===== config.mk =====
export PLATFORM = sky130hd
export DESIGN_NAME = alu_serial_flat
export DESIGN_NICKNAME = d
export VERILOG_FILES = /design/src/rtl/alu_serial_if.sv /design/src/rtl/alu_serial.sv /design/src/flat_wrapper.sv
export SDC_FILE = /design/constraint.sdc
export NUM_CORES = 1
export LEC_CHECK = 0
export CELL_PAD_IN_SITES_DETAIL_PLACEMENT = 2
export CELL_PAD_IN_SITES_GLOBAL_PLACEMENT = 2
export CORE_UTILIZATION = 30
export DETAILED_ROUTE_END_ITERATION = 10
export HOLD_SLACK_MARGIN = 0.08
export PLACE_DENSITY_LB_ADDON = 0.1
export SETUP_SLACK_MARGIN = 0.3
export SLEW_MARGIN = 20
export SYNTH_ARGS = -nofsm -noshare
export SYNTH_HDL_FRONTEND = slang
export SYNTH_SLANG_ARGS = --single-unit

===== constraint.sdc =====
create_clock -name clk -period 3.6 [get_ports clk]
set_input_delay 0.72 -clock clk [delete_from_list [all_inputs] [get_ports clk]]
set_output_delay 0.72 -clock clk [all_outputs]
set_load 0.01 [all_outputs]

===== src/rtl/alu_serial_if.sv =====
// Request/response bundle for the bit-serial ALU.
// The master issues operations and consumes results; the slave is the ALU.
interface alu_serial_if;
  logic       in_valid;
  logic       in_ready;
  logic [2:0] op;
  logic [3:0] a;
  logic [3:0] b;
  logic       out_valid;
  logic       out_ready;
  logic [3:0] result;
  logic       carry;
  logic       zero;

  modport master (
    output in_valid, op, a, b, out_ready,
    input  in_ready, out_valid, result, carry, zero
  );

  modport slave (
    input  in_valid, op, a, b, out_ready,
    output in_ready, out_valid, result, carry, zero
  );
endinterface


===== src/rtl/alu_serial.sv =====
// Bit-serial 4-bit ALU. An accepted request is processed LSB first over
// four BUSY cycles; the finished word is held in DONE until consumed.
// The published result/carry/zero registers only update when a word is
// complete, so partial results never leave the block.
module alu_serial (
  input  logic       clk,
  input  logic       rst_n,
  alu_serial_if.slave bus
);

  typedef enum logic [1:0] {IDLE, BUSY, DONE} state_t;
  typedef enum logic [2:0] {
    OP_AND, OP_OR, OP_XOR, OP_NOT, OP_ADD, OP_SUB, OP_LAND, OP_RSVD
  } op_t;

  state_t     state_reg, state_next;
  op_t        op_reg;
  logic [3:0] a_reg, b_reg;
  logic [1:0] cnt_reg;
  logic       c_reg;            // serial carry for ADD/SUB
  logic       any_a_reg;        // running OR of A bits for LAND
  logic       any_b_reg;        // running OR of B bits for LAND
  logic [3:0] work_reg;         // partially built word, private to the block
  logic [3:0] work_next;
  logic [3:0] result_reg;
  logic       carry_reg;
  logic       zero_reg;

  logic       in_ready, out_valid;
  logic       accept, busy, last_bit;
  logic       a_bit, b_bit, b_eff;
  logic       bit_val, carry_next, carry_final;
  logic [3:0] final_word;

  assign accept   = bus.in_valid && in_ready;
  assign busy     = (state_reg == BUSY);
  assign last_bit = busy && (cnt_reg == 2'd3);

  // State register
  always_ff @(posedge clk) begin
    if (!rst_n) state_reg <= IDLE;
    else        state_reg <= state_next;
  end

  // Next-state and handshake outputs
  always_comb begin
    state_next = state_reg;
    in_ready   = 1'b0;
    out_valid  = 1'b0;
    case (state_reg)
      IDLE: begin
        in_ready = 1'b1;
        if (bus.in_valid) state_next = BUSY;
      end
      BUSY: begin
        if (cnt_reg == 2'd3) state_next = DONE;
      end
      DONE: begin
        out_valid = 1'b1;
        if (bus.out_ready) state_next = IDLE;
      end
      default: state_next = IDLE;
    endcase
  end

  // One bit-slice of the datapath, selected by the bit counter
  always_comb begin
    a_bit      = a_reg[cnt_reg];
    b_bit      = b_reg[cnt_reg];
    b_eff      = (op_reg == OP_SUB) ? ~b_bit : b_bit;
    carry_next = (a_bit & b_eff) | (c_reg & (a_bit ^ b_eff));
    bit_val    = 1'b0;
    case (op_reg)
      OP_AND:  bit_val = a_bit & b_bit;
      OP_OR:   bit_val = a_bit | b_bit;
      OP_XOR:  bit_val = a_bit ^ b_bit;
      OP_NOT:  bit_val = ~a_bit;
      OP_ADD,
      OP_SUB:  bit_val = a_bit ^ b_eff ^ c_reg;
      default: bit_val = 1'b0;  // LAND builds its answer from the OR flags
    endcase
  end

  // Each work bit is written only on the cycle its counter value comes up
  genvar gi;
  generate
    for (gi = 0; gi < 4; gi++) begin : g_work_bit
      assign work_next[gi] = (busy && (cnt_reg == 2'(gi))) ? bit_val : work_reg[gi];
    end
  endgenerate

  // Word presented at completion; the last bit comes straight from the slice
  always_comb begin
    final_word  = work_next;
    carry_final = 1'b0;
    case (op_reg)
      OP_LAND: final_word = {3'b000, (any_a_reg | a_bit) & (any_b_reg | b_bit)};
      OP_ADD,
      OP_SUB:  carry_final = carry_next;
      default: carry_final = 1'b0;
    endcase
  end

  // Operand capture, serial state and published result registers
  always_ff @(posedge clk) begin
    if (!rst_n) begin
      op_reg     <= OP_AND;
      a_reg      <= 4'b0000;
      b_reg      <= 4'b0000;
      cnt_reg    <= 2'd0;
      c_reg      <= 1'b0;
      any_a_reg  <= 1'b0;
      any_b_reg  <= 1'b0;
      work_reg   <= 4'b0000;
      result_reg <= 4'b0000;
      carry_reg  <= 1'b0;
      zero_reg   <= 1'b1;
    end else if (accept) begin
      op_reg    <= op_t'(bus.op);
      a_reg     <= bus.a;
      b_reg     <= bus.b;
      cnt_reg   <= 2'd0;
      c_reg     <= (bus.op == OP_SUB);  // SUB is A + ~B + 1
      any_a_reg <= 1'b0;
      any_b_reg <= 1'b0;
      work_reg  <= 4'b0000;
    end else if (busy) begin
      cnt_reg   <= cnt_reg + 2'd1;
      c_reg     <= carry_next;
      any_a_reg <= any_a_reg | a_bit;
      any_b_reg <= any_b_reg | b_bit;
      work_reg  <= work_next;
      if (last_bit) begin
        result_reg <= final_word;
        carry_reg  <= carry_final;
        zero_reg   <= (final_word == 4'b0000);
      end
    end
  end

  assign bus.in_ready  = in_ready;
  assign bus.out_valid = out_valid;
  assign bus.result    = result_reg;
  assign bus.carry     = carry_reg;
  assign bus.zero      = zero_reg;

endmodule

===== src/flat_wrapper.sv =====
// flat-port wrapper written by rule: the top's interface ports become plain ports
module alu_serial_flat 
  (clk, rst_n, bus_in_valid, bus_op, bus_a, bus_b, bus_out_ready, bus_in_ready, bus_out_valid, bus_result, bus_carry, bus_zero);
  alu_serial_if bus_i ();
  input  logic clk;
  input  logic rst_n;
  input wire logic [$bits(bus_i.in_valid)-1:0] bus_in_valid;
  input wire logic [$bits(bus_i.op)-1:0] bus_op;
  input wire logic [$bits(bus_i.a)-1:0] bus_a;
  input wire logic [$bits(bus_i.b)-1:0] bus_b;
  input wire logic [$bits(bus_i.out_ready)-1:0] bus_out_ready;
  output wire logic [$bits(bus_i.in_ready)-1:0] bus_in_ready;
  output wire logic [$bits(bus_i.out_valid)-1:0] bus_out_valid;
  output wire logic [$bits(bus_i.result)-1:0] bus_result;
  output wire logic [$bits(bus_i.carry)-1:0] bus_carry;
  output wire logic [$bits(bus_i.zero)-1:0] bus_zero;
  assign bus_i.in_valid = bus_in_valid;
  assign bus_i.op = bus_op;
  assign bus_i.a = bus_a;
  assign bus_i.b = bus_b;
  assign bus_i.out_ready = bus_out_ready;
  assign bus_in_ready = bus_i.in_ready;
  assign bus_out_valid = bus_i.out_valid;
  assign bus_result = bus_i.result;
  assign bus_carry = bus_i.carry;
  assign bus_zero = bus_i.zero;
  alu_serial u_core (.clk(clk), .rst_n(rst_n), .bus(bus_i));
endmodule

Yosys cells after proc, flatten, opt, wreduce, memory -nomap -nowiden

Cells that the tools add are included.
Widths: inputs -> output; s select.

Register bits: 28
Bits of input ports: 15
Output and inout port bits: 8
Logic and storage cells: 78

Add/sub/neg operators: 1
$lt $le $gt $ge: 1
Eq/ne operators: 15
Multiplexer cells: 20
Bitwise logic cells: 15
Reductions and logical operators: 14

Operators with widths:

| kind                | count |
|---|---|
| $eq 3x3->1 const B  | 4 |
| $mux 1              | 12 |
| $eq 2x2->1 const B  | 3 |
| $eq 3x2->1 const B  | 2 |
| $mux 2              | 3 |
| $ne 2x2->1 const B  | 3 |
| $pmux 2 s3          | 1 |
| $reduce_and 3->1    | 2 |
| $logic_and 1x1->1   | 5 |
| $pmux 1 s5          | 1 |
| $and 1x1->1         | 4 |
| $bmux 1 s2          | 2 |
| $eq 2x1->1 const B  | 2 |
| $logic_not 2->1     | 2 |
| $logic_not 4->1     | 1 |
| $mux 4              | 1 |
| $not 1->1           | 4 |
| $or 1x1->1          | 4 |
| $reduce_or 2->1     | 2 |
| $eq 3x1->1 const B  | 1 |
| $logic_not 3->1     | 1 |
| $lt 2x3->1 const B  | 1 |
| $xor 1x1->1         | 3 |
| $add 2x1->2 const B | 1 |
| $reduce_bool 2->1   | 1 |

Logic depth before layout (Yosys ltp)

Gate-level depths: netlist of run 1.

Depth in word-level cells: 10
Mapped depth: 11
Gate-level depth less buffers: 10

Least setup slack after synthesis of run 1

OpenSTA, ideal clock, no wires.

Path type: register -> register
Start point: register u_core.cnt_reg[0]
End point: register u_core.zero_reg, in the netlist u_core.bus.zero
Setup time: 0.084 ns
Arrival time: 2.227 ns
Required time: 3.516 ns
Setup slack: 1.288 ns
Cell stages (with the launch flop): 11
Path buffers: 1
Period minus slack after synthesis: 2.312 ns
Cell sequence: dfxtp_1 -> buf_6 -> mux2_4 -> nor2_1 -> a21oi_1 -> xnor2_1 -> fa_1 -> a21boi_0 -> a31oi_2 -> and3_1 -> o31ai_2

Longest elaborated chain between the ends: 10
Elaborated cells on any way between the ends: 31
Those cells by class: 3 x eq/ne; 11 x mux; 10 x bitwise; 7 x reduce/logical

Ends and longest elaborated chain:

| what                         | line              | source |
|---|---|---|
| from (decl)                  | alu_serial.sv:19  | `logic [1:0] cnt_reg;` |
| from (signal assigned)       | alu_serial.sv:128 | `cnt_reg <= cnt_reg + 2'd1;` |
| $bmux 1 s2                   | alu_serial.sv:69  | `b_bit = b_reg[cnt_reg];` |
| $mux 1 (not written as such) | alu_serial.sv:69  |  |
| $not 1->1                    | alu_serial.sv:70  | `b_eff = (op_reg == OP_SUB) ? ~b_bit : b_bit;` |
| $mux 1                       | alu_serial.sv:70  |  |
| $xor 1x1->1 (2 in series)    | alu_serial.sv:79  | `OP_SUB: bit_val = a_bit ^ b_eff ^ c_reg;` |
| $pmux 1 s5                   | alu_serial.sv:73  | `case (op_reg)` |
| $mux 1                       | alu_serial.sv:88  | `assign work_next[gi] = (busy && (cnt_reg == 2'(gi))) ? bit_val : work_reg[gi];` |
| $mux 4                       | alu_serial.sv:96  | `case (op_reg)` |
| $logic_not 4->1              | alu_serial.sv:136 | `zero_reg <= (final_word == 4'b0000);` |
| to (signal assigned)         | alu_serial.sv:136 |  |
| to (decl)                    | alu_serial.sv:27  | `logic zero_reg;` |

Parallel ways exist; a longest one is shown, timed or not. The select of a mux whose other input is x is not followed.
A chain may end at the register's enable or synchronous reset.

Worst setup path after layout of run 1

Start point: register u_core.cnt_reg[0]
End point: register u_core.result_reg[0], in the netlist u_core.bus.result[0]

Longest elaborated chain between the ends: 9
Elaborated cells on any way between the ends: 23
Those cells by class: 1 x eq/ne; 8 x mux; 10 x bitwise; 4 x reduce/logical

Ends and longest elaborated chain:

| what                         | line              | source |
|---|---|---|
| $bmux 1 s2                   | alu_serial.sv:69  |  |
| $mux 1 (not written as such) | alu_serial.sv:69  |  |
| $not 1->1                    | alu_serial.sv:70  |  |
| $mux 1                       | alu_serial.sv:70  |  |
| $xor 1x1->1 (2 in series)    | alu_serial.sv:79  |  |
| $pmux 1 s5                   | alu_serial.sv:73  |  |
| $mux 1                       | alu_serial.sv:88  |  |
| $mux 4                       | alu_serial.sv:96  |  |
| to (signal assigned)         | alu_serial.sv:134 | `result_reg <= final_word;` |
| to (decl)                    | alu_serial.sv:25  | `logic [3:0] result_reg;` |

Parallel ways exist; a longest one is shown, timed or not. The select of a mux whose other input is x is not followed.

==> summary.txt, run 1 <==
Outcome
  – Outcome: finished clean

GRT
  – Grt total ovfl: 0
  – Largest net degree at the start of global routing: 22
  – Antenna violations before repair: 0
  – Top Usage Layer GRT: met2
  – GRT Overall Usage: 0.1748
  – Met1 usage: 0.2086
  – Met2 global-route usage: 0.3120
  – GRT met3 Usage: 0.04131
  – First-pass GRT wire length: 6.817 mm
  – Vias in the first global route: 1369

Place
  – Port Buffers: 22
  – Routability cong.: 0.8473
  – Area post-placement: 0.001674 mm2
  – Post-DP HPWL: just over 3 mm

Timing
  – Final slew viol count: 0
  – Clk_skew: 6.272 ps
  – Max Freq: 0.3772 GHz
  – Setup TNS: 0 ps
  – Final hold vios: 0
  – Final worst-path cycle share: 0.7365
  – Least-Margin Pin Slew: 667.7 ps
  – Final count of negative-setup-slack endpoints: 0
  – RSZ-0062 raised after global routing: no
  – Max-Slew Margin vs Limit: 0.5535
  – Period minus WS final: 2651 ps

Clock tree
  – Root Driver: clkbuf_8
  – # hold bufs at CTS: 0
  – CTS tree: built
  – H-Tree Depth: 1
  – Setup bufs post-CTS: 0
  – CTS buffer count: 3
  – Bufs on Longest Clock Path: 2
  – Worst-path clk slew: 100 ps
  – Worst-Skew Late Latency: roughly 290 ps
  – Clock sink count: 28
  – Cts repair resizes: 0

Pwr
  – Static Leak: 0.6188 nW
  – Combinational share of power: 0.129
  – PwrDens: 386.6 mW/mm2
  – Clock share of power: 0.380
  – Part of the power in registers: 0.491
  – Switching Power: 0.0001637 W
  – Worst vdd ir: 0.2522 mV
  – Internal power: around 0.00051 W
  – Sw Share: 0.2426

Worst setup path
  – Worst setup path end: u_core.bus.result[0]
  – Worst path arrival time: 2860 ps
  – Required time worst endpoint: 3810 ps
  – Crit Path Max Fanout: 8
  – Critical R2R Capture: u_core.bus.result[0]
  – RR Startpoint: u_core.cnt_reg[0]
  – Crit path from: u_core.cnt_reg[0]
  – Kind of critical path: register to register
  – R2R Setup Slk: 950 ps
  – Critical path endpoint category: register
  – R2R cell count: 9
  – Type of origin of the critical path: register

Logic synthesis
  – Synth Cell Area: 0.001425 mm2
  – Syn nets: between 150 and 200
  – YS warnings: 0
  – Synthesized area per cell: about 8.5 um2
  – Register area share after synthesis: 0.3933
  – Synth Instances: 168
  – Netlist cell types: 37
  – Yosys reg bits: 28

Finish
  – Area growth syn-to-layout: 22.48%
  – Register area: 560.5 um2
  – Share of layout cells above drive strength 1: 0.06452
  – Most frequent cells in the layout: nand2_1 (38), dfxtp_1 (28), clkdlybuf4s50_1 (22)
  – Final-stage net count: between 200 and 250
  – Final instance area: 0.001745 mm2
  – Area of the multi-input gates: ~800 um2
  – Filler Cells Inserted: 496
  – Ant diodes: 0
  – Commonest non-fill, non-tap cell in the layout: nand2_1

Floorplan
  – Std-Cell Rows: 24
  – Core area: 0.004474 mm2
  – Starting Density: 0.3185
  – Die Span X: 70.93 um
  – Die height: about 71 um
  – Die area: 0.005030 mm2
  – Ports: 23

Routing
  – Vias after detailed routing: 1218
  – 1st-pass router iterations: 5
  – DRT Wirelength: 3.870 mm
  – Drt first-iter violations: 13
  – Avg Vias per Cell: roughly 5
  – Number of nets with antenna violations after routing: 0
  – Post-route DRC: 0
  – WL per Instance: 16.26 um

Min path
  – Hold_sp: u_core.work_reg[0]
  – Hold crit path type: register to register

Flow run
  – Total of max-cap violations: 0
[cells by family after synthesis]
logic type | count (synthesis) | synth area share
AND/OR/NAND/NOR | 70 | 0.2309
AO/OA/AOI/OAI | 38 | 0.1879
adder cells (fa/ha/maj) | 7 | 0.06672
XOR/XNOR | 2 | 0.01229
buffers and inverters | 15 | 0.04653
flip-flops | 28 | 0.3933
multiplexers | 8 | 0.06233
[layout make-up]
class / instances / area share
multi-input cells: 125 / 0.4573
flip-flops and latches: 28 / 0.3211
repair buffers: 23 / 0.1305
well taps: 52 / 0.03728
clock buffers: 3 / 0.02366
clock inverters: 1 / 0.01720
inverters: 6 / 0.01290
[stage by stage]
| stage | instances | hold WS [ps] | setup slack, ps | utilization | total power, W |
|---|---|---|---|---|---|
| 2_1_floorplan | 168 | 431.8 | 1288 | - | 0.0003920 |
| 3_3_place_gp | 234 | 444.4 | 1127 | 0.3742 | 0.0004227 |
| 3_5_place_dp | 234 | 457.4 | 964.9 | 0.3742 | 0.0004278 |
| 4_1_cts | 238 | 474.7 | 926.5 | 0.3901 | 0.0006863 |
| 5_1_grt | 238 | 498.4 | 733.9 | 0.3901 | 0.0007065 |
| 6_report | 238 | 469.6 | 948.6 | 0.3901 | 0.0006748 |
[per-layer routing]
| layer | vias up | part of all wire |
|---|---|---|
| li1 | 604 | - |
| met3 | 7 | 0.031 |
| met5 | - | 0 |
| met2 | 20 | 0.49 |
| met4 | 0 | 0.016 |
| met1 | 587 | 0.47 |
[synthesized netlist by cell type (all sizes together)]
cell type  count  area share
a21oi         11       0.039
a21boi        15       0.079
o21a           1      0.0053
nand2         38        0.10
and2           3       0.013
mux2           1       0.011
or4            1      0.0053
a2bb2oi        1      0.0061
inv            6       0.016
o211ai         1      0.0053
o2111ai        1       0.011
nor2           9       0.024
xnor2          2       0.012
or3b           1      0.0061
nor3b          2       0.011
fa             1       0.014
o31ai          1      0.0088
buf            3       0.015
nand4          1      0.0044
nand3b         1      0.0053
a31oi          3       0.018
nor2b          4       0.018
and3           2      0.0088
ha             6       0.053
nand2b         1      0.0044
nand3          5       0.021
a41oi          1      0.0061
or3            1      0.0044
mux2i          7       0.052
o21ai          3       0.011
clkbuf         6       0.016
dfxtp         28        0.39
nand4b         1      0.0061
[worst min path at each step]
stage                                     to  cells past startpoint
after detailed placement  u_core.work_reg[0]                      2
after floorplan           u_core.work_reg[0]                      2
after global placement    u_core.work_reg[0]                      2
after CTS                 u_core.work_reg[0]                      2
after global routing      u_core.work_reg[0]                      2
final                     u_core.work_reg[0]                      2
[critical path, cell delays in order, from the launching register on]
cell and delay, ps:
dfxtp_1 560, mux2_4 230, nor2_1 30, a21oi_1 310, xnor2_1 150, fa_1 490
a21boi_0 90, a31oi_2 300, nand3_1 170, a41oi_1 230
[power groups by stage]
stage / logic, W / registers, W / clock network (W)
after floorplan: 0.0000591 / 0.000333 / 0
after global placement: 0.0000844 / 0.000338 / 0
after detailed placement: 0.0000888 / 0.000339 / 0
after CTS: 0.0000894 / 0.000332 / 0.000265
after global routing: 0.0000986 / 0.000333 / 0.000274
final: 0.0000869 / 0.000331 / 0.000256
Power figures use the tool's default switching activity.
==> inputs of run 2 (changes only) <==
- CORE_UTILIZATION: 30 -> 28
- clock period: 3.6 -> 2.2 ns (I/O delays scaled with it)
==> run 2 against run 1 <==
Net effect:
- the run now ends with setup timing left
- global-route usage fell by 0.084 points
- non-clock buffer count rose by 15
- sequential power rose by 62%
- count of clock-buffer cells in the layout did not move
- largest power group unchanged
- highest routed layer unchanged
==> summary.txt, run 2 (synthesis results as in run 1) <==
Outcome
  – Outcome: complete, but fails checks
  – Failing checks: setup timing

Finish
  – Post-route insts no fill: 267 (+12%)
  – Share of layout cells above drive strength 1: 0.2200 (+0.1555)
  – Area of the multi-input gates: 915.9 um2 (+15%)
  – Final-stage net count: 224 (+7.2%)
  – Ant diodes: 0 (unchanged)
  – Commonest non-fill, non-tap cell in the layout: nand2_1
  – Filler Cells Inserted: 544 (+9.7%)
  – Register area: 564.3 um2 (+0.67%)
  – Area growth syn-to-layout: 38.54%
  – Most frequent cells in the layout: nand2_1 (37), dfxtp_1 (27), clkdlybuf4s50_1 (21)
  – Util after Layout: 0.4099 (+0.01977)

Routing
  – DRT Wirelength: 4.113 mm (+6.3%)
  – Avg Vias per Cell: 4.768 (-6.8%)
  – Number of nets with antenna violations after routing: 0 (unchanged)
  – Drt first-iter violations: 29 (+16)
  – 1st-pass router iterations: 4 (-1)
  – WL per Instance: 15.40 um (-5.3%)
  – Post-route DRC: 0 (unchanged)
  – Vias after detailed routing: 1273 (+4.5%)

Timing
  – Final worst-path cycle share: 1.048 (+0.3117)
  – Fin worst setup slack: -106.1 ps (-1055 ps)
  – Max-Slew Margin vs Limit: 0.7064 (+0.1530)
  – Final slew viol count: 0 (unchanged)
  – Final hold vios: 0 (unchanged)
  – Setup TNS: -610.9 ps (-610.9 ps)
  – Period minus WS final: 2306 ps (-345.3 ps)
  – Clk_skew: 1.950 ps (-4.323 ps)
  – Final count of negative-setup-slack endpoints: 8 (+8)
  – Least-Margin Pin Slew: 438.7 ps (-229.0 ps)
  – RSZ-0062 raised after global routing: yes
  – Worst hold slack: 474.8 ps (+5.171 ps)
  – Max Freq: 0.4336 GHz (+15%)

Worst setup path
  – Required time worst endpoint: 2400 ps (-1410 ps)
  – Critical path endpoint category: register
  – Kind of critical path: register to register
  – Type of origin of the critical path: register
  – Crit path from: u_core.cnt_reg[0]
  – RR Startpoint: u_core.cnt_reg[0]
  – Crit Path Max Fanout: 5 (-3)
  – Worst path arrival time: 2510 ps (-350 ps)

Pwr
  – Worst vdd ir: 0.2018 mV (-20%)
  – PwrDens: 524.1 mW/mm2 (+36%)
  – Static Leak: 0.7330 nW (+18%)

Min path
  – Hold crit path type: register to register
  – Hold_sp: u_core.b_reg[1]

GRT
  – First-pass GRT wire length: 7.051 mm (+3.4%)
  – GRT Overall Usage: 0.1740 (-0.0008409)
  – Grt total ovfl: 0 (unchanged)
  – Vias in the first global route: 1447 (+5.7%)
  – Largest net degree at the start of global routing: 15 (-32%)
  – Antenna violations before repair: 0 (unchanged)

Clock tree
  – Worst-Skew Late Latency: 280 ps (about the same)
  – CTS tree: built
  – Worst-path clk slew: 100 ps (about the same)
  – CTS buffer count: 3 (unchanged)
  – H-Tree Depth: 1 (unchanged)
  – Root Driver: clkbuf_8
  – Bufs on Longest Clock Path: 2 (unchanged)
  – # hold bufs at CTS: 0 (unchanged)
  – Clock sink count: 28 (unchanged)

Place
  – Dpl ws: -141.3 ps (-1106 ps)
  – Routability cong.: 0.9028 (+6.6%)
  – Dpl cells: 260 (+11%)
  – Port Buffers: 22 (unchanged)
  – Post-DP HPWL: 3.177 mm (+5.1%)

Flow run
  – Total of max-cap violations: 0 (unchanged)

Floorplan
  – Core area: 0.004817 mm2 (+7.7%)
  – Die Span X: 73.34 um (+3.4%)
  – Die area: 0.005379 mm2 (+6.9%)
  – Std-Cell Rows: 25 (+4.2%)
  – Die height: 73.34 um (+3.4%)
  – Ports: 23 (unchanged)
  – Starting Density: 0.2958 (-0.02267)
## run 2: where the power goes
part | total (W) | internal [W] | switching [W]
logic | 0.000206 | 0.000104 | 0.000102
clock network | 0.000292 | 0.000123 | 0.000168
registers | 0.000537 | 0.000523 | 0.0000136
## run 2: repair_timing
| item | 4_1_cts | 5_1_grt |
|---|---|---|
| buffers inserted | 4 | 0 |
| gates resized for setup | 10 | 13 |
| setup endpoints to repair | 10 | 11 |
| pin swaps | 4 | 1 |
## run 2: worst max-delay path, stage by stage (launching register included)
cell and delay [ps]:
dfxtp_4 410, mux2_4 330, nor2_4 100, a21oi_4 50
xnor2_2 160, fa_1 450, a21boi_2 140, a31oi_2 40
buf_4 160, and3_4 170, o31ai_2 210
## run 2: per-stage QoR
stage / instance area, um2 / power (W)
finish: 1974 / 0.001035
global route: 1974 / 0.001083
CTS: 1909 / 0.001038
detailed placement: 1783 / 0.0007211
global placement: 1783 / 0.0007100
floorplan: 1433 / 0.0006438
## run 2: path summary, 6_finish.rpt
check / endpoint / slack [ps] / cells past startpoint
worst max-delay path: u_core.bus.zero / -110 / 10
worst min-delay path: u_core.b_reg[1] / 470 / 2
worst max register to register: u_core.bus.zero / -110 / 10
worst min register to register: u_core.b_reg[1] / 470 / 2
## run 2: layer usage
metal	part of all wire	vias to the layer above	wire, um	global-route usage
met5	0	-	0	0
met4	0.012	0	48	0.05983
met3	0.020	5	81	0.02332
met2	0.49	18	2034	0.3035
met1	0.47	618	1948	0.2201
li1	-	632	-	-
## run 2: final cells by class
cell class,count,area share
multi-input combinational,125,0.4639
inverter,6,0.01141
sequential,28,0.2858
tap,67,0.04246
clock buffer,3,0.02091
timing repair buffer,38,0.1755
